## config.mk

```make
export PLATFORM = sky130hd
export DESIGN_NAME = load_store_unit
export DESIGN_NICKNAME = d
export VERILOG_FILES = /design/src/rtl/lsu_pkg.sv /design/src/rtl/load_formatter.sv /design/src/rtl/load_store_unit.sv
export SDC_FILE = /design/constraint.sdc
export NUM_CORES = 1
export LEC_CHECK = 0
export CAP_MARGIN = 20
export CORE_MARGIN = 2
export CORE_UTILIZATION = 29
export CTS_CLUSTER_DIAMETER = 50
export DETAILED_ROUTE_END_ITERATION = 6
export GPL_TIMING_DRIVEN = 0
export PLACE_DENSITY = 0.54
export SYNTH_ARGS = -nofsm -noshare
export SYNTH_HDL_FRONTEND = slang
export SYNTH_HIERARCHICAL = 1
export SYNTH_SLANG_ARGS = --single-unit
```

## constraint.sdc

```tcl
create_clock -name clk -period 4.1 [get_ports clk]
set_clock_uncertainty 0.05 [all_clocks]
set_input_delay 0.41 -clock clk [delete_from_list [all_inputs] [get_ports clk]]
set_output_delay 0.41 -clock clk [all_outputs]
set_load 0.01 [all_outputs]
```

## src/rtl/lsu_pkg.sv

```systemverilog
// Shared types and helpers for the load/store unit: FSM states, RV32I size
// encodings, and store-side byte-enable / write-data formatting.
package lsu_pkg;

    typedef enum logic [1:0] {
        IDLE = 2'd0,
        REQ  = 2'd1,
        WAIT = 2'd2
    } lsu_state_t;

    localparam logic [2:0] F3_B  = 3'b000;
    localparam logic [2:0] F3_H  = 3'b001;
    localparam logic [2:0] F3_W  = 3'b010;
    localparam logic [2:0] F3_BU = 3'b100;
    localparam logic [2:0] F3_HU = 3'b101;

    function automatic logic f3_legal(input logic [2:0] f3, input logic [1:0] lane);
        case (f3)
            F3_B, F3_BU: f3_legal = 1'b1;
            F3_H, F3_HU: f3_legal = ~lane[0];
            F3_W:        f3_legal = (lane == 2'b00);
            default:     f3_legal = 1'b0;
        endcase
    endfunction

    function automatic logic [3:0] make_be(input logic [1:0] size, input logic [1:0] lane);
        case (size)
            2'b00:   make_be = 4'b0001 << lane;
            2'b01:   make_be = 4'b0011 << lane;
            default: make_be = 4'b1111;
        endcase
    endfunction

    function automatic logic [31:0] make_wdata(input logic [1:0] size, input logic [31:0] wd);
        case (size)
            2'b00:   make_wdata = {4{wd[7:0]}};
            2'b01:   make_wdata = {2{wd[15:0]}};
            default: make_wdata = wd;
        endcase
    endfunction

endpackage

```

## src/rtl/load_formatter.sv

```systemverilog
// Selects the addressed byte/halfword lane of a bus read word and
// sign- or zero-extends it according to the load's Funct3.
module load_formatter
    import lsu_pkg::*;
(
    input  logic [2:0]  funct3,
    input  logic [1:0]  lane,
    input  logic [31:0] rdata,
    output logic [31:0] data
);

    logic [7:0]  byte_sel;
    logic [15:0] half_sel;

    always_comb begin
        case (lane)
            2'd0:    byte_sel = rdata[7:0];
            2'd1:    byte_sel = rdata[15:8];
            2'd2:    byte_sel = rdata[23:16];
            default: byte_sel = rdata[31:24];
        endcase
        half_sel = lane[1] ? rdata[31:16] : rdata[15:0];

        case (funct3)
            F3_B:    data = {{24{byte_sel[7]}}, byte_sel};
            F3_BU:   data = {24'b0, byte_sel};
            F3_H:    data = {{16{half_sel[15]}}, half_sel};
            F3_HU:   data = {16'b0, half_sel};
            default: data = rdata;
        endcase
    end

endmodule

```

## src/rtl/load_store_unit.sv

```systemverilog
// M-stage load/store unit: issues one bus transaction per access, stalls the
// pipeline until the response, and formats load data for writeback.
module load_store_unit
    import lsu_pkg::*;
#(
    parameter int ADDR_W = 32
) (
    input  logic              clk,
    input  logic              rst,
    input  logic              MemReadM,
    input  logic              MemWriteM,
    input  logic [2:0]        Funct3M,
    input  logic [ADDR_W-1:0] ALUResultM,
    input  logic [31:0]       WriteDataM,
    output logic              StallM,
    output logic [31:0]       RdataM,
    output logic              MisalignM,
    output logic              bus_req,
    output logic              bus_we,
    output logic [ADDR_W-1:0] bus_addr,
    output logic [3:0]        bus_be,
    output logic [31:0]       bus_wdata,
    input  logic              bus_gnt,
    input  logic              bus_rvalid,
    input  logic [31:0]       bus_rdata
);

    lsu_state_t        state;
    logic              req_we;
    logic [ADDR_W-1:0] req_addr;
    logic [3:0]        req_be;
    logic [31:0]       req_wdata;
    logic [2:0]        req_f3;
    logic [1:0]        req_lane;
    logic [31:0]       rdata_q;
    logic [31:0]       fmt_data;

    logic              access;
    logic              legal;
    logic [ADDR_W-1:0] new_addr;
    logic [3:0]        new_be;
    logic [31:0]       new_wdata;
    logic              load_done;

    assign access    = MemReadM | MemWriteM;
    assign legal     = f3_legal(Funct3M, ALUResultM[1:0]);
    assign new_addr  = {ALUResultM[ADDR_W-1:2], 2'b00};
    assign new_be    = make_be(Funct3M[1:0], ALUResultM[1:0]);
    assign new_wdata = make_wdata(Funct3M[1:0], WriteDataM);
    assign load_done = (state == WAIT) && bus_rvalid && !req_we;

    load_formatter u_fmt (
        .funct3 (req_f3),
        .lane   (req_lane),
        .rdata  (bus_rdata),
        .data   (fmt_data)
    );

    // Bypass the capture register in the response cycle so WB sees the data without an extra stall.
    assign RdataM = load_done ? fmt_data : rdata_q;

    always_comb begin
        bus_req   = 1'b0;
        bus_we    = 1'b0;
        bus_addr  = '0;
        bus_be    = 4'b0;
        bus_wdata = 32'b0;
        StallM    = 1'b0;
        MisalignM = 1'b0;
        if (!rst) begin
            case (state)
                IDLE: begin
                    if (access && legal) begin
                        bus_req   = 1'b1;
                        StallM    = 1'b1;
                        bus_we    = MemWriteM;
                        bus_addr  = new_addr;
                        bus_be    = new_be;
                        bus_wdata = new_wdata;
                    end else if (access) begin
                        MisalignM = 1'b1;
                    end
                end
                REQ: begin
                    bus_req   = 1'b1;
                    StallM    = 1'b1;
                    bus_we    = req_we;
                    bus_addr  = req_addr;
                    bus_be    = req_be;
                    bus_wdata = req_wdata;
                end
                WAIT: begin
                    StallM    = ~bus_rvalid;
                    bus_we    = req_we;
                    bus_addr  = req_addr;
                    bus_be    = req_be;
                    bus_wdata = req_wdata;
                end
                default: ;
            endcase
        end
    end

    always_ff @(posedge clk or posedge rst) begin
        if (rst) begin
            state     <= IDLE;
            req_we    <= 1'b0;
            req_addr  <= '0;
            req_be    <= 4'b0;
            req_wdata <= 32'b0;
            req_f3    <= 3'b0;
            req_lane  <= 2'b0;
            rdata_q   <= 32'b0;
        end else begin
            case (state)
                IDLE: begin
                    if (access && legal) begin
                        req_we    <= MemWriteM;
                        req_addr  <= new_addr;
                        req_be    <= new_be;
                        req_wdata <= new_wdata;
                        req_f3    <= Funct3M;
                        req_lane  <= ALUResultM[1:0];
                        state     <= bus_gnt ? WAIT : REQ;
                    end
                end
                REQ: begin
                    if (bus_gnt) state <= WAIT;
                end
                WAIT: begin
                    if (bus_rvalid) begin
                        state <= IDLE;
                        if (!req_we) rdata_q <= fmt_data;
                    end
                end
                default: state <= IDLE;
            endcase
        end
    end

endmodule

```

==> results of run 1 <==
==> layout make-up <==
type	instances	area, µm²	share of cell area (%)
flip-flops and latches	106	2650	28.3
clock buffers	10	229	2.44
multi-input cells	445	3620	38.6
clock inverters	4	31.3	0.334
inverters	15	61.3	0.654
repair buffers	207	2090	22.3
well taps	285	357	3.81
plain buffers	53	335	3.58
==> worst max-delay path by stage <==
stage               endpoint  depth (start not counted)  slack (ns)
6_report       bus_wdata[15]                          9        0.52
3_5_place_dp   bus_wdata[15]                          9        0.53
2_1_floorplan     rdata_q[0]                          1        0.85
5_1_grt        bus_wdata[17]                          9        0.31
3_3_place_gp     rdata_q[24]                          2       -1.37
4_1_cts        bus_wdata[15]                          9        0.50
==> metrics by stage <==
stage / cells / hold WS [ns] / TNS (ns)
after floorplan: 619 / 0.398 / 0
after global placement: 1110 / 0.411 / -144.41
after detailed placement: 1111 / 0.420 / 0
after CTS: 1125 / 0.438 / 0
after global routing: 1125 / 0.457 / 0
final: 1125 / 0.434 / 0
==> logic make-up (layout without fill, tap and decap cells) <==
group | count (synthesis) | after routing
muxes | 141 | 141
AOI/OAI and AO/OA | 175 | 175
DFF | 106 | 106
and+or+nand+nor | 123 | 123
other | 1 | 2
buffers and inverters | 68 | 289
adders and majority gates | 4 | 4
==> state kept, by name, indices dropped and copies added, names as in the netlist <==
name	flops
rdata_q	32
req_addr	30
req_be	4
req_f3	3
req_lane	2
req_wdata	32
req_we	1
state	2
==> cells in the mapped netlist, types with 7 or more instances <==
master	instances
sky130_fd_sc_hd__mux4_1	7
sky130_fd_sc_hd__buf_2	22
sky130_fd_sc_hd__a311oi_1	9
sky130_fd_sc_hd__mux2i_1	26
sky130_fd_sc_hd__o21ai_0	52
sky130_fd_sc_hd__a22o_1	39
sky130_fd_sc_hd__o22ai_1	17
sky130_fd_sc_hd__clkbuf_1	14
sky130_fd_sc_hd__nor2b_1	10
sky130_fd_sc_hd__mux2_4	42
sky130_fd_sc_hd__inv_1	13
sky130_fd_sc_hd__mux2_2	66
sky130_fd_sc_hd__buf_6	13
sky130_fd_sc_hd__a21oi_1	29
sky130_fd_sc_hd__nor2_1	37
sky130_fd_sc_hd__o21ai_1	7
sky130_fd_sc_hd__nand2_1	66
sky130_fd_sc_hd__dfrtp_1	106
==> layer usage <==
layer | vias to the layer above | wire length (µm)
met3 | 16 | 1780
met4 | 0 | 305
li1 | 2699 | -
met5 | - | 0
met1 | 2762 | 9930
met2 | 213 | 9430
==> worst reg2reg max path: cells and delay by family (launching register included) <==
kind                     cells  cell delay [ns]
AO/OA/AOI/OAI                2             0.32
adder cells (fa/ha/maj)      1             0.27
buffers and inverters        3             0.65
flip-flops                   1             0.38
multiplexers                 1             0.31
==> power breakdown <==
part           total (mW)  leakage [nW]  internal [mW]  switching, mW
sequential           1.85          1.28           1.57          0.284
combinational        3.73          2.58           2.01           1.71
clock               0.817         0.117          0.408          0.409
total                6.39          3.98           3.99           2.41
==> results.toml, run 1 <==
[global_route]
global_route.usage.met1_pct = 24.4
grt_usage_pct = 17.7
grt_first_pass_wirelength_um = 33200
antenna_found_initial = 0
gr-total-overflow = 0
grt_util_met3_pct = 5.15
number_of_global_route_vias_before_repair = 5767
grt-busiest-layer = "met2"
maximum_number_of_pins_on_one_net_before_global_route_repair = 73
gr-usage-met2_pct = 27.1

[layout]
filler_cell_count_in_the_final_layout = 2215
most_common_cell_after_layout_fill_and_taps_aside = "sky130_fd_sc_hd__clkdlybuf4s50_1"
fin_util_pct = 41.5
synthToLayoutAreaGrowth_pct = 40.8
design_area_mm2 = 0.00937
mostFrequentLayoutCells = "sky130_fd_sc_hd__clkdlybuf4s50_1 (206), sky130_fd_sc_hd__dfrtp_1 (106), sky130_fd_sc_hd__nand2_1 (66), sky130_fd_sc_hd__mux2_2 (66), sky130_fd_sc_hd__o21ai_0 (52)"
insertedDiodeCount = 0
design.final.nets = 946
drive_gt1_share_pct = 20.7

[pwr]
irDropWorstVdd_uv = 262
power_per_cell_area_mw_per_mm2 = 682
power.leakage_nw = 3.98
total_power_mw = 6.39

[drt]
drt-total-wl_um = 21500
wl_per_cell_um = 19.1
route.antenna.remaining_nets = 0
vias = 5690
detail_route.drc_violations = 0
first_pass_iters = 4
post_drt_via_cell_ratio = 5.06
drt-initial-drc-count = 302

[synthesis]
yosys.area_share.simple_pct = 7.91
yosysWarnings = 6
synth_top_family_by_area = "multiplexers"
ys_seq_area_share_pct = 39.8
synth_mux_area_share_pct = 27.3
post_synth.cell_area_avg_um2 = 10.8
synth_flop_cell = "sky130_fd_sc_hd__dfrtp_1"
complex_gate_fraction_of_the_synthesized_area_pct = 18.2
synth.distinct_cells = 46
yosys.area_share.xor_xnor_pct = 0
synth_largest_area_cell = "sky130_fd_sc_hd__dfrtp_1"
async_flop_share_pct = 100
synth_area_in_adders_pct = 0.752
postSynthRegisterBits = 106
synth_top_cells_by_area = "sky130_fd_sc_hd__dfrtp_1 (40%), sky130_fd_sc_hd__mux2_2 (11%), sky130_fd_sc_hd__mux2_4 (9.5%)"
synth_top_area_share_pct = 39.8
syn_area_mm2 = 0.00666
synth_edf_count = 0
syn-instance-count = 618

[critical_path]
cp_max_fo = 10
cp_startpoint_kind = "input port"
crit_required_ns = 3.64
timing.reg2reg.worst_path_depth = 7
max_stage_delay_ns = 0.58
cp.arrival_ns = 3.12
critPathKind = "input port to primary output"
critical_path.slowest_cell = "sky130_fd_sc_hd__clkdlybuf4s50_1"
critPathTopFamily = "buffers and inverters"
cp_cell_sequence = "clkdlybuf4s50_1, nor2_2, and2_0, clkbuf_1, buf_2, clkbuf_1, nand2_1, o21ai_0, clkdlybuf4s50_1"
timing.critical_path.buf_inv = 5
ff2ff_setup_slack_ns = 2.00
critical_path_start = "rst"
reg2reg_from = "state[0]"
critPathCaptureType = "primary output"
timing.rr.end = "req_f3[1]"

[sta]
fin_crit_ns = 3.58
worst-slew-pin-transition_ns = 0.898
clock.fmax_ghz = 0.279
timing_max_transition_violations_final = 0
setup_violations = 0
relSlewSlack_pct = 39.9
rsz0062_at_grt = "no"
fin_crit_sh_pct = 87.4
final_critical_path_setup_slack_ns = 0.518
final_number_of_hold_violating_endpoints = 0

[floorplan]
i_o_pin_total = 209
floorplan.initialDensity_pct = 29.5
standard_cell_row_count = 55
die_area_mm2 = 0.0242
core_region_area_mm2 = 0.0226
die_x_um = 156
fp.dieH_um = 156

[worst_hold_path]
hold_end = "req_be[0]"
hold_path.class = "register to register"
min_delay_path_depth = 2
min_from = "req_be[0]"

[clock_network]
cts_setup_buffers = 0
cts_made_buffers = 9
cts-root-to-sink-buffers = 2
clock_sink_count = 106
ctsHtreeMaxLevel = 3
postCtsResizedCells = 0
tritoncts_clock_tree = "built"
clkLatencyLatePin_ns = 0.35
hold_buffers = 0
root_buffer = "sky130_fd_sc_hd__clkbuf_16"
cts.reportedPaths.clkPinSlew_ns = 0.08

[placement]
post_dp_cell_area_mm2 = 0.00911
place_worst_setup_slack_ns = 0.527
detailed_placement_wirelength_estimate_um = 15800
gpl.final_weighted_congestion = 0.825
count_of_input_and_output_buffers = 206

[run]
max_cap_viol_count = 0

[run_status]
outcome = "finished, final reports clean"
No activity file was read; power rests on OpenSTA's default activity.
==> run 2: changes to the inputs <==
--- a/config.mk
+++ b/config.mk
@@ -12,6 +12,7 @@
 export DETAILED_ROUTE_END_ITERATION = 6
 export GPL_TIMING_DRIVEN = 0
 export PLACE_DENSITY = 0.54
+export SLEW_MARGIN = 20
 export SYNTH_ARGS = -nofsm -noshare
 export SYNTH_HDL_FRONTEND = slang
 export SYNTH_HIERARCHICAL = 1
==> run 2 against run 1 <==
  * Critical path depth stayed put
  * Critical path type unchanged
  * Sequential power is essentially flat
  * Sequential share of layout area about the same
  * Cell area hardly changed
  * Combinational power about the same
  * Largest cell class unchanged
  * Global-route usage hardly changed
  * Non-clock buffer count unchanged
  * Via count up 0.37%
  * Sequential cell count stayed put
  * Clock-buffer cell count is the same
  * Highest routed layer unchanged
  * Critical endpoint unchanged
==> results.toml, run 2 (synthesized netlist as in run 1, its figures left out) <==
[critical_path]
cp_max_fo = 10
crit_required_ns = 3.64
critPathKind = "input port to primary output"
cp.arrival_ns = 3.06
timing.critical_path.buf_inv = 5
critical_path.slowest_cell = "sky130_fd_sc_hd__clkdlybuf4s50_1"
ff2ff_setup_slack_ns = 1.98
timing.reg2reg.worst_path_depth = 6
cp_startpoint_kind = "input port"
reg2reg_from = "state[0]"
timing.rr.end = "rdata_q[13]"
critPathCaptureType = "primary output"
cp_cell_sequence = "clkdlybuf4s50_1, nor2_2, and2_0, clkbuf_1, buf_2, clkbuf_1, nand2_1, o21ai_0, clkdlybuf4s50_1"
critPathTopFamily = "buffers and inverters"
max_stage_delay_ns = 0.58

[layout]
multi_input_comb_area_mm2 = 0.00362
largest_regs = "rdata_q (32), req_wdata (32), req_addr (30)"
insertedDiodeCount = 0
most_common_cell_after_layout_fill_and_taps_aside = "sky130_fd_sc_hd__clkdlybuf4s50_1"
synthToLayoutAreaGrowth_pct = 40.8
mostFrequentLayoutCells = "sky130_fd_sc_hd__clkdlybuf4s50_1 (206), sky130_fd_sc_hd__dfrtp_1 (106), sky130_fd_sc_hd__nand2_1 (66), sky130_fd_sc_hd__mux2_2 (66), sky130_fd_sc_hd__o21ai_0 (52)"
sequential_cell_area_mm2 = 0.00265
design.final.nets = 946
filler_cell_count_in_the_final_layout = 2243
drive_gt1_share_pct = 20.7

[sta]
timing_max_transition_violations_final = 0
clock.fmax_ghz = 0.284
relSlewSlack_pct = 41.7
setup_violations = 0
worst-slew-pin-transition_ns = 0.872
rsz0062_at_grt = "no"
fin_crit_sh_pct = 85.8
fin_setup_tns_ns = 0
fin_crit_ns = 3.52
hold_slack_ns = 0.433
final_number_of_hold_violating_endpoints = 0

[clock_network]
cts-root-to-sink-buffers = 2
cts.reportedPaths.clkPinSlew_ns = 0.08
ctsHtreeMaxLevel = 3
cts_setup_buffers = 0
root_buffer = "sky130_fd_sc_hd__clkbuf_16"
clock_sink_count = 106
tritoncts_clock_tree = "built"
hold_buffers = 0
clkLatencyLatePin_ns = 0.35
cts_made_buffers = 9
postCtsResizedCells = 0

[pwr]
power_per_cell_area_mw_per_mm2 = 683
total_power_mw = 6.40
power.leakage_nw = 3.98
irDropWorstVdd_uv = 254

[run]
max_cap_viol_count = 0

[floorplan]
fp.dieH_um = 156
die_x_um = 156
standard_cell_row_count = 55
die_area_mm2 = 0.0242
core_region_area_mm2 = 0.0226
floorplan.initialDensity_pct = 29.5
i_o_pin_total = 209

[worst_hold_path]
hold_path.class = "register to register"
min_from = "req_wdata[13]"
hold_end = "req_wdata[13]"
min_delay_path_depth = 2

[global_route]
antenna_found_initial = 0
number_of_global_route_vias_before_repair = 5760
gr-total-overflow = 0
grt_usage_pct = 17.6
grt_first_pass_wirelength_um = 33100
maximum_number_of_pins_on_one_net_before_global_route_repair = 64

[placement]
gpl.final_weighted_congestion = 0.825
detailed_placement_wirelength_estimate_um = 15900
count_of_input_and_output_buffers = 206

[drt]
vias = 5711
detail_route.drc_violations = 0
post_drt_via_cell_ratio = 5.08
route.antenna.remaining_nets = 0
drt-total-wl_um = 21500
drt-initial-drc-count = 252
wl_per_cell_um = 19.1
first_pass_iters = 5

[run_status]
outcome = "finished, final reports clean"
## run 2: where the power goes
part,total (mW),internal (mW),switching (mW),leakage [nW]
sequential,1.85,1.57,0.286,1.28
clock,0.818,0.408,0.410,0.121
combinational,3.73,2.01,1.71,2.58
total,6.40,3.99,2.41,3.98
## run 2: metrics by stage
| stage | worst slack [ns] | util [%] | cell area [µm²] | cells |
|---|---|---|---|---|
| 3_5_place_dp | 0.547 | 40.4 | 9110 | 1111 |
| 3_3_place_gp | -1.37 | 40.2 | 9080 | 1110 |
| 5_1_grt | 0.339 | 41.5 | 9370 | 1125 |
| 2_1_floorplan | 0.851 | - | 6660 | 619 |
| 6_report | 0.580 | 41.5 | 9370 | 1125 |
| 4_1_cts | 0.527 | 41.5 | 9370 | 1125 |
## run 2: worst max-delay path by stage
stage                               end  cells after the start     startpoint  slack, ns
final                     bus_wdata[15]                      9            rst       0.58
after global routing      bus_wdata[18]                      9            rst       0.34
after CTS                 bus_wdata[15]                      9            rst       0.53
after detailed placement      bus_be[1]                      7  ALUResultM[0]       0.55
after global placement      rdata_q[24]                      2            rst      -1.37
after floorplan              rdata_q[0]                      1            rst       0.85
## run 2: layer usage
metal	wire, µm	GRT usage, %	vias to the layer above
li1	-	-	2697
met1	9750	23.9	2775
met2	9610	27.5	223
met3	1850	5.32	16
met4	246	4.33	0
met5	0	0	-
## run 2: area by class of cell
class | count | area share, %
timing repair buffer | 207 | 22.3
clock buffer | 10 | 2.44
sequential | 106 | 28.3
inverter | 15 | 0.654
multi-input combinational | 445 | 38.6
tap | 285 | 3.81
buffer | 53 | 3.58
clock inverter | 4 | 0.307
## run 2: tightest hold or removal path, stage by stage (launching register included)
cell                      delay (ns)
sky130_fd_sc_hd__dfrtp_1        0.35
sky130_fd_sc_hd__nand2_1        0.05
sky130_fd_sc_hd__o21ai_0        0.06
==> run 3: changes to the inputs <==
--- a/config.mk
+++ b/config.mk
@@ -12,6 +12,7 @@
 export DETAILED_ROUTE_END_ITERATION = 6
 export GPL_TIMING_DRIVEN = 0
 export PLACE_DENSITY = 0.54
+export REMOVE_ABC_BUFFERS = 1
 export SLEW_MARGIN = 20
 export SYNTH_ARGS = -nofsm -noshare
 export SYNTH_HDL_FRONTEND = slang
==> run 3 against run 2 <==
  * Die area is the same
  * Global-route usage down 1.7 points
  * Core utilization decreased by 0.45 points
  * Clock power grew 2.9%
  * Power decreased by 1.6%
  * Critical path depth is 4 lower
  * Hold slack gained 0.00052 ns
  * Combinational power fell by 5%
  * Via count down 4.3%
  * Sequential power rose by 4%
  * Critical path type is now register to primary output
  * Critical endpoint is now RdataM[22]
==> results.toml, run 3 (synthesized netlist as in run 1, its figures left out) <==
[global_route]
maximum_number_of_pins_on_one_net_before_global_route_repair = 65
number_of_global_route_vias_before_repair = 5398
grt_usage_pct = 15.9
antenna_found_initial = 0
grt_first_pass_wirelength_um = 30400
gr-total-overflow = 0

[drt]
first_pass_iters = 4
detail_route.drc_violations = 0
route.antenna.remaining_nets = 0
post_drt_via_cell_ratio = 5.04
drt-initial-drc-count = 290
wl_per_cell_um = 17.8
drt-total-wl_um = 19300
vias = 5466

[critical_path]
timing.rr.end = "rdata_q[20]"
cp_max_fo = 27
cp_startpoint_kind = "register"
ff2ff_setup_slack_ns = 1.62
crit_required_ns = 3.64
critPathKind = "register to primary output"
timing.reg2reg.worst_path_depth = 4
cp.arrival_ns = 3.19
critPathCaptureType = "primary output"
reg2reg_from = "req_f3[1]"

[layout]
mostFrequentLayoutCells = "sky130_fd_sc_hd__clkdlybuf4s50_1 (204), sky130_fd_sc_hd__dfrtp_1 (105), sky130_fd_sc_hd__nand2_1 (66), sky130_fd_sc_hd__mux2_2 (66), sky130_fd_sc_hd__o21ai_0 (52)"
drive_gt1_share_pct = 19.4
largest_regs = "rdata_q (32), req_wdata (32), req_addr (30)"
design.final.nets = 903
most_common_cell_after_layout_fill_and_taps_aside = "sky130_fd_sc_hd__clkdlybuf4s50_1"
synthToLayoutAreaGrowth_pct = 39.2
filler_cell_count_in_the_final_layout = 2240
design_area_mm2 = 0.00927
fin_util_pct = 41.1
multi_input_comb_area_mm2 = 0.00363
sequential_cell_area_mm2 = 0.00265
insertedDiodeCount = 0

[sta]
fin_crit_ns = 3.65
worst-slew-pin-transition_ns = 1.05
timing_max_transition_violations_final = 0
relSlewSlack_pct = 29.8
fin_crit_sh_pct = 89.0
clock.fmax_ghz = 0.274
final_critical_path_setup_slack_ns = 0.451
setup_violations = 0
final_number_of_hold_violating_endpoints = 0
rsz0062_at_grt = "no"

[floorplan]
floorplan.initialDensity_pct = 29.5
fp.dieH_um = 156
core_region_area_mm2 = 0.0226
die_area_mm2 = 0.0242
standard_cell_row_count = 55
die_x_um = 156
i_o_pin_total = 209

[placement]
gpl.final_weighted_congestion = 0.759
detailed_placement_wirelength_estimate_um = 13200
place_worst_setup_slack_ns = 0.0265
count_of_input_and_output_buffers = 206
post_dp_cell_area_mm2 = 0.00898

[pwr]
power_per_cell_area_mw_per_mm2 = 679
irDropWorstVdd_uv = 257
total_power_mw = 6.29
power.leakage_nw = 3.90

[clock_network]
cts.reportedPaths.clkPinSlew_ns = 0.07
cts-root-to-sink-buffers = 2
tritoncts_clock_tree = "built"
cts_made_buffers = 9
clkLatencyLatePin_ns = 0.35
ctsHtreeMaxLevel = 3
cts_setup_buffers = 0
root_buffer = "sky130_fd_sc_hd__clkbuf_16"
clock_sink_count = 106

[worst_hold_path]
hold_path.class = "register to register"
min_delay_path_depth = 2
min_from = "req_wdata[18]"
hold_end = "req_wdata[18]"

[run_status]
outcome = "finished, final reports clean"

[run]
max_cap_viol_count = 0
==> run 3: per-layer routing <==
layer	GRT usage, %	up-vias	part of all wire (%)
li1	-	2613	-
met1	21.9	2645	45
met2	24.2	196	44
met3	5.82	12	9.4
met4	3.28	0	0.89
met5	0	-	0
==> run 3: worst max path at each step <==
stage	startpoint	end	slack, ns	cells after the start
2_1_floorplan	ALUResultM[0]	StallM	-2.44	3
3_3_place_gp	Funct3M[1]	StallM	-6.73	5
3_5_place_dp	Funct3M[0]	bus_addr[17]	0.03	7
4_1_cts	Funct3M[0]	bus_addr[10]	0.01	7
5_1_grt	req_f3[1]	RdataM[31]	0.23	5
6_report	req_f3[1]	RdataM[22]	0.45	5
==> run 3: where the power goes <==
part / internal [mW] / switching [mW]
Combinational: 1.96 / 1.57
Sequential: 1.56 / 0.362
Clock: 0.420 / 0.422
==> run 3: metrics by stage <==
stage          TNS, ns  hold slack, ns  instances
3_3_place_gp   -706.75           0.411       1057
6_report             0           0.433       1084
3_5_place_dp         0           0.420       1068
5_1_grt              0           0.463       1084
4_1_cts              0           0.438       1084
2_1_floorplan  -145.43           0.398        566
==> run 3: layout make-up <==
cell class	instances	share of cell area (%)
Clock buffer	10	2.47
Inverter	15	0.702
Timing Repair Buffer	217	24.6
Clock inverter	6	0.554
Tap cell	285	3.85
Multi-Input combinational cell	445	39.2
Sequential cell	106	28.6
==> run 3: what timing repair did <==
item / in CTS / in global routing
endpoints found under the setup margin: 0 / 43
gates resized for setup: 0 / 2
hold buffers: 0 / 0
==> run 3: critical path, stage by stage (launching register included) <==
cell,delay (ns)
sky130_fd_sc_hd__dfrtp_1,0.69
sky130_fd_sc_hd__clkinvlp_4,0.62
sky130_fd_sc_hd__o31a_1,0.50
sky130_fd_sc_hd__o22ai_1,0.25
sky130_fd_sc_hd__mux2_2,0.18
sky130_fd_sc_hd__clkdlybuf4s50_1,0.58
